$ cat src/rtl/bidin_ctrl.sv
// -----------------------------------------------------------------------------
// bidin_ctrl
// Block deinterleaver controller built around one external single-port SRAM.
// A frame of ROWS*COLS soft bits is written row-major (addresses 0..N-1 in
// arrival order). The frame is then read back column-major and streamed out.
//
// Ports
//   clk, rst_n              clock (rising edge), asynchronous active-low reset
//   in_vld/in_sof/in_data   input stream; in_sof marks the first sample
//   in_rdy                  high while the block can take input (IDLE, FILL)
//   out_vld/out_rdy         output handshake
//   out_data/out_last       deinterleaved soft bit, final-beat marker
//   err_resync              one-cycle pulse when in_sof arrives mid-frame
//   sram_a/cen/wen/d/q      single-port SRAM; cen/wen active-low, q one cycle
//                           after a read and held until the next read
// -----------------------------------------------------------------------------
module bidin_ctrl #(
    parameter int ROWS  = 240,
    parameter int COLS  = 612,
    parameter int A_WID = 18,
    parameter int D_WID = 6
) (
    input  logic             clk,
    input  logic             rst_n,
    input  logic             in_vld,
    input  logic             in_sof,
    input  logic [D_WID-1:0] in_data,
    output logic             in_rdy,
    output logic             out_vld,
    input  logic             out_rdy,
    output logic [D_WID-1:0] out_data,
    output logic             out_last,
    output logic             err_resync,
    output logic [A_WID-1:0] sram_a,
    output logic             sram_cen,
    output logic             sram_wen,
    output logic [D_WID-1:0] sram_d,
    input  logic [D_WID-1:0] sram_q
);

    localparam int N     = ROWS * COLS;
    localparam int ROW_W = (ROWS > 1) ? $clog2(ROWS) : 1;
    localparam int COL_W = (COLS > 1) ? $clog2(COLS) : 1;

    localparam logic [A_WID-1:0] LAST_ADDR = A_WID'(N - 1);
    localparam logic [A_WID-1:0] COLS_A    = A_WID'(COLS);
    localparam logic [ROW_W-1:0] ROW_LAST  = ROW_W'(ROWS - 1);
    localparam logic [COL_W-1:0] COL_LAST  = COL_W'(COLS - 1);

    typedef enum logic [1:0] {
        S_IDLE  = 2'd0,
        S_FILL  = 2'd1,
        S_DRAIN = 2'd2
    } state_e;

    state_e             state_q, state_d;
    logic [A_WID-1:0]   wr_addr_q, wr_addr_d;
    logic [A_WID-1:0]   rd_addr_q, rd_addr_d;
    logic [ROW_W-1:0]   rd_row_q, rd_row_d;
    logic [COL_W-1:0]   rd_col_q, rd_col_d;
    logic               out_vld_q, out_vld_d;
    logic               out_last_q, out_last_d;
    logic               err_q, err_d;
    logic [A_WID-1:0]   sram_a_q, sram_a_d;
    logic [D_WID-1:0]   sram_d_q, sram_d_d;

    logic               in_rdy_s;
    logic               accept_s;
    logic               wr_en_s;
    logic               rd_en_s;
    logic               rd_last_s;
    logic [A_WID-1:0]   addr_s;
    logic [D_WID-1:0]   wdata_s;

    // rst_n is folded in so the port reads 0 while reset is held.
    assign in_rdy_s  = rst_n & (state_q != S_DRAIN);
    assign accept_s  = in_vld & in_rdy_s;
    assign rd_last_s = (rd_row_q == ROW_LAST) && (rd_col_q == COL_LAST);

    // Next-state, SRAM access decode and address stepping.
    always_comb begin
        state_d    = state_q;
        wr_addr_d  = wr_addr_q;
        rd_addr_d  = rd_addr_q;
        rd_row_d   = rd_row_q;
        rd_col_d   = rd_col_q;
        out_vld_d  = out_vld_q;
        out_last_d = out_last_q;
        err_d      = 1'b0;
        wr_en_s    = 1'b0;
        rd_en_s    = 1'b0;
        // Address/data hold their last value whenever the SRAM is idle.
        addr_s     = sram_a_q;
        wdata_s    = sram_d_q;

        case (state_q)
            S_IDLE: begin
                if (accept_s && in_sof) begin
                    wr_en_s   = 1'b1;
                    addr_s    = '0;
                    wdata_s   = in_data;
                    wr_addr_d = A_WID'(1);
                    state_d   = S_FILL;
                end else begin
                    // Samples outside a frame are dropped without SRAM access.
                    state_d = S_IDLE;
                end
            end
            S_FILL: begin
                if (accept_s) begin
                    wr_en_s = 1'b1;
                    wdata_s = in_data;
                    if (in_sof) begin
                        // Restart the frame at address 0 and flag the resync.
                        addr_s    = '0;
                        wr_addr_d = A_WID'(1);
                        err_d     = 1'b1;
                    end else if (wr_addr_q == LAST_ADDR) begin
                        addr_s    = wr_addr_q;
                        wr_addr_d = '0;
                        rd_addr_d = '0;
                        rd_row_d  = '0;
                        rd_col_d  = '0;
                        state_d   = S_DRAIN;
                    end else begin
                        addr_s    = wr_addr_q;
                        wr_addr_d = wr_addr_q + A_WID'(1);
                    end
                end else begin
                    state_d = S_FILL;
                end
            end
            S_DRAIN: begin
                // A read is issued only when the output register is free or
                // being emptied this cycle, so sram_q is never overwritten
                // while a beat is still waiting.
                if (!out_vld_q || out_rdy) begin
                    rd_en_s = 1'b1;
                    addr_s  = rd_addr_q;
                    if (rd_last_s) begin
                        rd_addr_d = '0;
                        rd_row_d  = '0;
                        rd_col_d  = '0;
                        state_d   = S_IDLE;
                    end else if (rd_row_q != ROW_LAST) begin
                        // Next row of the same column: step by one row stride.
                        rd_addr_d = rd_addr_q + COLS_A;
                        rd_row_d  = rd_row_q + ROW_W'(1);
                    end else begin
                        // Top of the next column is simply its column index.
                        rd_row_d  = '0;
                        rd_col_d  = rd_col_q + COL_W'(1);
                        rd_addr_d = A_WID'(rd_col_q) + A_WID'(1);
                    end
                end else begin
                    state_d = S_DRAIN;
                end
            end
            default: begin
                state_d = S_IDLE;
            end
        endcase

        // Output register: set one cycle after a read, cleared on a take
        // without a fresh read; the last beat survives the move to IDLE.
        if (rd_en_s) begin
            out_vld_d  = 1'b1;
            out_last_d = rd_last_s;
        end else if (out_rdy) begin
            out_vld_d  = 1'b0;
            out_last_d = 1'b0;
        end else begin
            out_vld_d  = out_vld_q;
            out_last_d = out_last_q;
        end

        sram_a_d = addr_s;
        sram_d_d = wdata_s;
    end

    // State, counters and output registers with asynchronous clear.
    always_ff @(posedge clk or negedge rst_n) begin
        if (!rst_n) begin
            state_q    <= S_IDLE;
            wr_addr_q  <= '0;
            rd_addr_q  <= '0;
            rd_row_q   <= '0;
            rd_col_q   <= '0;
            out_vld_q  <= 1'b0;
            out_last_q <= 1'b0;
            err_q      <= 1'b0;
            sram_a_q   <= '0;
            sram_d_q   <= '0;
        end else begin
            state_q    <= state_d;
            wr_addr_q  <= wr_addr_d;
            rd_addr_q  <= rd_addr_d;
            rd_row_q   <= rd_row_d;
            rd_col_q   <= rd_col_d;
            out_vld_q  <= out_vld_d;
            out_last_q <= out_last_d;
            err_q      <= err_d;
            sram_a_q   <= sram_a_d;
            sram_d_q   <= sram_d_d;
        end
    end

    assign in_rdy     = in_rdy_s;
    assign sram_cen   = ~(rst_n & (wr_en_s | rd_en_s));
    assign sram_wen   = ~(rst_n & wr_en_s);
    assign sram_a     = addr_s;
    assign sram_d     = wdata_s;
    assign out_vld    = out_vld_q;
    assign out_last   = out_last_q;
    assign out_data   = sram_q;
    assign err_resync = err_q;

endmodule

$ cat config.mk
export PLATFORM = sky130hd
export DESIGN_NAME = bidin_ctrl
export DESIGN_NICKNAME = d
export VERILOG_FILES = /design/src/rtl/bidin_ctrl.sv
export SDC_FILE = /design/constraint.sdc
export NUM_CORES = 1
export LEC_CHECK = 0
export BUFFER_PORTS_ARGS = -buffer_cell sky130_fd_sc_hd__clkbuf_2
export CORE_MARGIN = 2
export CORE_UTILIZATION = 50
export CTS_CLUSTER_DIAMETER = 40
export DETAILED_ROUTE_END_ITERATION = 8
export PLACE_DENSITY = 0.81
export SYNTH_ARGS = -nofsm -noshare
export SYNTH_HDL_FRONTEND = slang
export SYNTH_SLANG_ARGS = --single-unit
$ cat constraint.sdc
create_clock -name clk -period 2.8 [get_ports clk]
set_clock_uncertainty 0.1 [all_clocks]
set_input_delay 0.28 -clock clk [delete_from_list [all_inputs] [get_ports clk]]
set_output_delay 0.28 -clock clk [all_outputs]
set_load 0.005 [all_outputs]
---- Word-level counts from Yosys, hierarchy flattened ----
Cells that the tools add are included.
cells by class
  $add $sub $neg .......................... 5
  equality and inequality tests ........... 16
  multiplexer cells ....................... 52
  bitwise operators ....................... 7
  reduce and logical (&&, ||, !) cells .... 12
operators by type and width
  operator                                                          number
  18-bit 2-to-1 mux                                                 14
  18-bit case mux with 2 select lines                               2
  10-bit 2-to-1 mux                                                 6
  18-bit case mux with 3 select lines                               1
  8-bit 2-to-1 mux                                                  6
  10-bit case mux with 2 select lines                               1
  18-bit by 1-bit adder with 18-bit output, second input constant   1
  18-bit by 10-bit adder with 18-bit output, second input constant  1
  18-bit == test, second input constant                             1
  8-bit case mux with 2 select lines                                1
  6-bit 2-to-1 mux                                                  2
  2-bit inequality test, second input constant                      6
  3-bit inequality test, second input constant                      4
  6-bit case mux with 2 select lines                                1
  10-bit by 1-bit adder with 11-bit output, second input constant   1
  1-bit 2-to-1 mux                                                  11
  10-bit by 1-bit adder with 10-bit output, second input constant   1
  10-bit == test, second input constant                             1
  2-bit 2-to-1 mux                                                  5
  8-bit by 1-bit adder with 8-bit output, second input constant     1
  8-bit == test, second input constant                              1
  8-bit inequality test, second input constant                      1
  2-bit case mux with 3 select lines                                1
  3-bit AND reduction                                               2
  other kinds (13)                                                  20
storage, ports and cells
  bits in registers ....................... 83
  bits of input ports ..................... 17
  output and inout port bits .............. 36
  logic and storage cells ................. 102

---- Depth between registers and ports, before layout ----
  depth in word-level cells ............... 9
  depth in mapped cells ................... 8
  mapped depth without buffers ............ 6

---- Worst setup path before layout ----
Ideal clock, no wire load.
  path type ............................... flip-flop to flip-flop
  from .................................... register wr_addr_q[14]
  to ...................................... register rd_addr_q[11]
  setup time .............................. 0.118 ns
  arrival ................................. 1.996 ns
  required time ........................... 2.582 ns
  slack ................................... 0.586 ns
  stages on the path, launching flop included .. 7
  path buffers ............................ 1
  cell sequence ........................... dfrtp_1 -> nand2b_1 -> nor4_4 -> or4b_4 -> buf_6 -> a22o_1 -> a21o_1
on the way
  cells in the longest elaborated chain, start to end .. 3
RTL lines
  element                                 RTL line  source
  from (decl)                             57        logic [A_WID-1:0] wr_addr_q, wr_addr_d;
  from (signal assigned)                  196       wr_addr_q <= wr_addr_d;
  18-bit == test                          118       end else if (wr_addr_q == LAST_ADDR) begin
  2-bit inequality test (no source line)  n/a
  5-bit AND reduction (no source line)    n/a
  to (signal assigned)                    197       rd_addr_q <= rd_addr_d;
  to (decl)                               58        logic [A_WID-1:0] rd_addr_q, rd_addr_d;
No other way between the ends.
A chain may end at the register's enable or synchronous reset.

---- Worst setup path in the final report ----
  from .................................... register state_q[0]
  to ...................................... output port sram_a[2]
on the way
  cells in the longest elaborated chain, start to end .. 6
RTL lines
  element                                  RTL line  source
  from (decl)                              56        state_e state_q, state_d;
  from (signal assigned)                   195       state_q <= state_d;
  2-bit inequality test                    76        assign in_rdy_s = rst_n & (state_q != S_DRAIN);
  1-bit AND                                76
  1-bit AND                                77        assign accept_s = in_vld & in_rdy_s;
  1-bit logical AND                        98        if (accept_s && in_sof) begin
  18-bit 2-to-1 mux                        98
  18-bit case mux with 3 select lines (*)  96        case (state_q)
  to (decl)                                34        output logic [A_WID-1:0] sram_a,
Every way passes the cells marked *; elsewhere a longest branch is shown, timed or not.

==> summary.md <==
| Metric | Value |
|---|---|
| Status | finished clean |
| Initial DRC count | 347 |
| Largest net degree at the start of global routing | 36 |
| PortBufs | 40 |
| Clock root buffer master | clkbuf_8 |
| CTS Buf Count | 9 |
| Worst-path clk slew | 90 ps |
| Layout cells sized above 1 | 17.3% |
| Final non-filler cell area | 5040 um2 |
| CP endpoint kind | output port |
| Layout net count | 555 |
| Drt total wl | 12.0 mm |
| Crit-path slowest cell | clkinvlp_4 |
| Critical Path Start Type | register |
| Maximum VDD drop | 0.000242 V |
| Via count | 4145 |
| Synth cell types | 62 |
| Max-Slew Margin vs Limit | 47.8% |
| Commonest cells after routing, fill and taps aside | nand2_1 (86), dfrtp_1 (83), clkbuf_2 (39), o21ai_0 (32), a21oi_1 (32) |
| Final hold slack | 29.2 ps |
| Min Clock Period, post-route | 2620 ps |
| Worst path bufs/invs | 2 |
| Async S/R FF share, synth | 100% |
| Period utilisation layout | 93.7% |
| Pins Over Slew Limit | 0 |
| Cell row count | 34 |
| Post-synthesis sequential area ratio | 46.7% |
| Final core utilization | 58.1% |
| HPWL Detailed | 8.28 mm |
| Final setup fails | 0 |
| Yosys top cell area share | 46.7% |
| Syn_nets | 511 |
| Drt via density | 6.41 |
| Worst Tran Pin Value | 775 ps |
| Antenna violations before repair | 0 |
| Die width | 98.3 um |
| Setup_tns | 0 ps |
| Routed len/inst | 18.5 um |
| Global-route wire length before repair | 19.4 mm |
| CP max stage delay | 460 ps |
| RSZ-0062 raised after global routing | no |
| Die area | 9670 um2 |
| Yosys reg bits | 83 |
| Final hold vios | 0 |
| Clock Sinks | 83 |
| Overflow after GRT | 0 |
| Syn avg cell area | 9.08 um2 |
| CP Class | register to output port |
| Synth top area cells | dfrtp_1 (47%), nand2_1 (7.3%), a21oi_1 (3.6%), o21ai_0 (3.6%), a32oi_1 (3.3%) |
| Vias in the first global route | 3989 |
| Initial Util | 51.3% |
| WP data arrival | 2240 ps |
| Peak Freq | 0.381 GHz |
| Area growth syn-to-layout | 13.4% |
| Static Leak | 2.33 nW |
| Worst path top cell family by delay | buffers and inverters |
| Mapped cell area | 4450 um2 |
| Placed Area | 4790 um2 |
| Post-synth EDFFs | 0 |
| Htree depth | 3 |
| Max-Cap Viols | 0 |
| Clock Path Buffers | 2 |
| Antenna cells | 0 |
| Pre-antenna DRT Iters | 5 |
| # DRC | 0 |
| GR Util All Layers | 24.5% |
| Hold Path Class | input port to register |
| Clock latency on the worst-skew pair | 360 ps |
| CP Data Required Time | 2420 ps |
| DRT antenna net count | 0 |
| GP Congestion | 0.919 |
| Die extent in y | 98.3 um |
| Setup slack, reg-to-reg | 290 ps |
| Cell count after synthesis | 490 |
| P per Cell Area | 476 nW/um2 |
| Ys flop type | dfrtp_1 |
| Yosys warns | 0 |
| I/O pins | 53 |
| Crit path cell chain | nor2_1 > nor3_2 > clkinvlp_4 > a21oi_1 > o21ai_0 > clkbuf_2 |
| CTS tree | done |
| Commonest non-fill, non-tap cell in the layout | nand2_1 |
| Core area | 8680 um2 |
| Fill cell count | 772 |
| Most area-hungry cell type in the Yosys netlist | dfrtp_1 |
| CP max FO | 16 |
path summary, 6_finish.rpt:
| kind | start | to | depth (start not counted) |
|---|---|---|---|
| setup / recovery | state_q[0] | sram_a[2] | 6 |
| hold / removal | in_data[1] | sram_d_q[1] | 3 |
| setup reg to reg | wr_addr_q[0] | rd_addr_q[8] | 6 |
| hold reg to reg | sram_d_q[1] | sram_d_q[1] | 2 |
| max in group asynchronous | rst_n | rd_col_q[8] | 2 |
| min in group asynchronous | rst_n | wr_addr_q[8] | 2 |
synth_stat cells (3+ instances only):
| cell | count |
|---|---|
| nand2_1 | 86 |
| buf_2 | 5 |
| nand4_1 | 7 |
| a22o_1 | 13 |
| nor2_1 | 22 |
| ha_1 | 4 |
| a221o_1 | 4 |
| nand3_1 | 17 |
| inv_1 | 8 |
| nor4_1 | 5 |
| a31oi_1 | 15 |
| o22ai_1 | 8 |
| nor3_1 | 12 |
| o211ai_1 | 3 |
| a32oi_1 | 17 |
| and3_1 | 11 |
| a21o_1 | 5 |
| dfrtp_1 | 83 |
| o21ai_0 | 32 |
| a21oi_1 | 32 |
| buf_4 | 6 |
| nand2b_1 | 7 |
| o2bb2ai_1 | 5 |
| clkbuf_1 | 21 |
| xnor2_1 | 5 |
| and2_1 | 3 |
| or3_1 | 3 |
| nor2b_1 | 4 |
| xor2_1 | 4 |
worst min-delay path: stages:
cell and delay, ps:
clkbuf_2 70, nand2_1 40, nand2_1 60
layout make-up:
cell class,instances,area [um2],area share [%]
multi-input combinational,365,2190,43.3
sequential,83,2080,41.2
timing repair buffer,66,403,7.99
clock buffer,11,141,2.80
tap,108,135,2.68
clock inverter,5,60.1,1.19
inverter,8,33.8,0.670
timing repair inverter,1,7.51,0.149
metrics by stage:
step | total power, W | std cells | worst slack [ps]
2_1_floorplan | 0.00143 | 490 | 586
3_3_place_gp | 0.00152 | 626 | 438
3_5_place_dp | 0.00153 | 626 | 376
4_1_cts | 0.00240 | 644 | 73.0
5_1_grt | 0.00249 | 647 | 24.5
6_report | 0.00240 | 647 | 175
flip-flops by register name, indices dropped and copies added (netlist names):
name	flops
rd_addr_q	18
sram_a_q	18
state_q	2
rd_row_q	8
sram_d_q	6
err_resync	1
out_last	1
out_vld	1
wr_addr_q	18
rd_col_q	10
report_power, final:
group	total (W)	switching [W]	internal, W
registers	0.00130	0.0000545	0.00125
logic	0.000209	0.000127	0.0000824
clock network	0.000887	0.000447	0.000440
total	0.00240	0.000628	0.00177
repair_timing:
item	in CTS	in global routing
hold buffers	2	0
setup endpoints to repair	0	18
resized for setup	0	3
setup buffers	0	2
hold endpoints to repair	15	0
routing by layer:
metal  share of wire [%]  vias up  global-route usage (%)  wire length, um
met5                   0        -                       0                0
met4                 1.4        0                    8.11              173
met3                 6.2       18                    4.29              747
met2                  50      176                    40.0             5980
met1                  42     2044                    33.4             5090
li1                    -     1907                       -                -
logic make-up after synthesis:
| family | after synthesis | synth area share, % |
|---|---|---|
| and+or+nand+nor | 196 | 22.3 |
| adders and majority gates | 4 | 1.12 |
| muxes | 2 | 0.450 |
| buffers and inverters | 42 | 4.36 |
| xor gates and xnor gates | 9 | 1.77 |
| AOI/OAI and AO/OA | 154 | 23.3 |
| DFF | 83 | 46.7 |
Power figures use the tool's default switching activity.
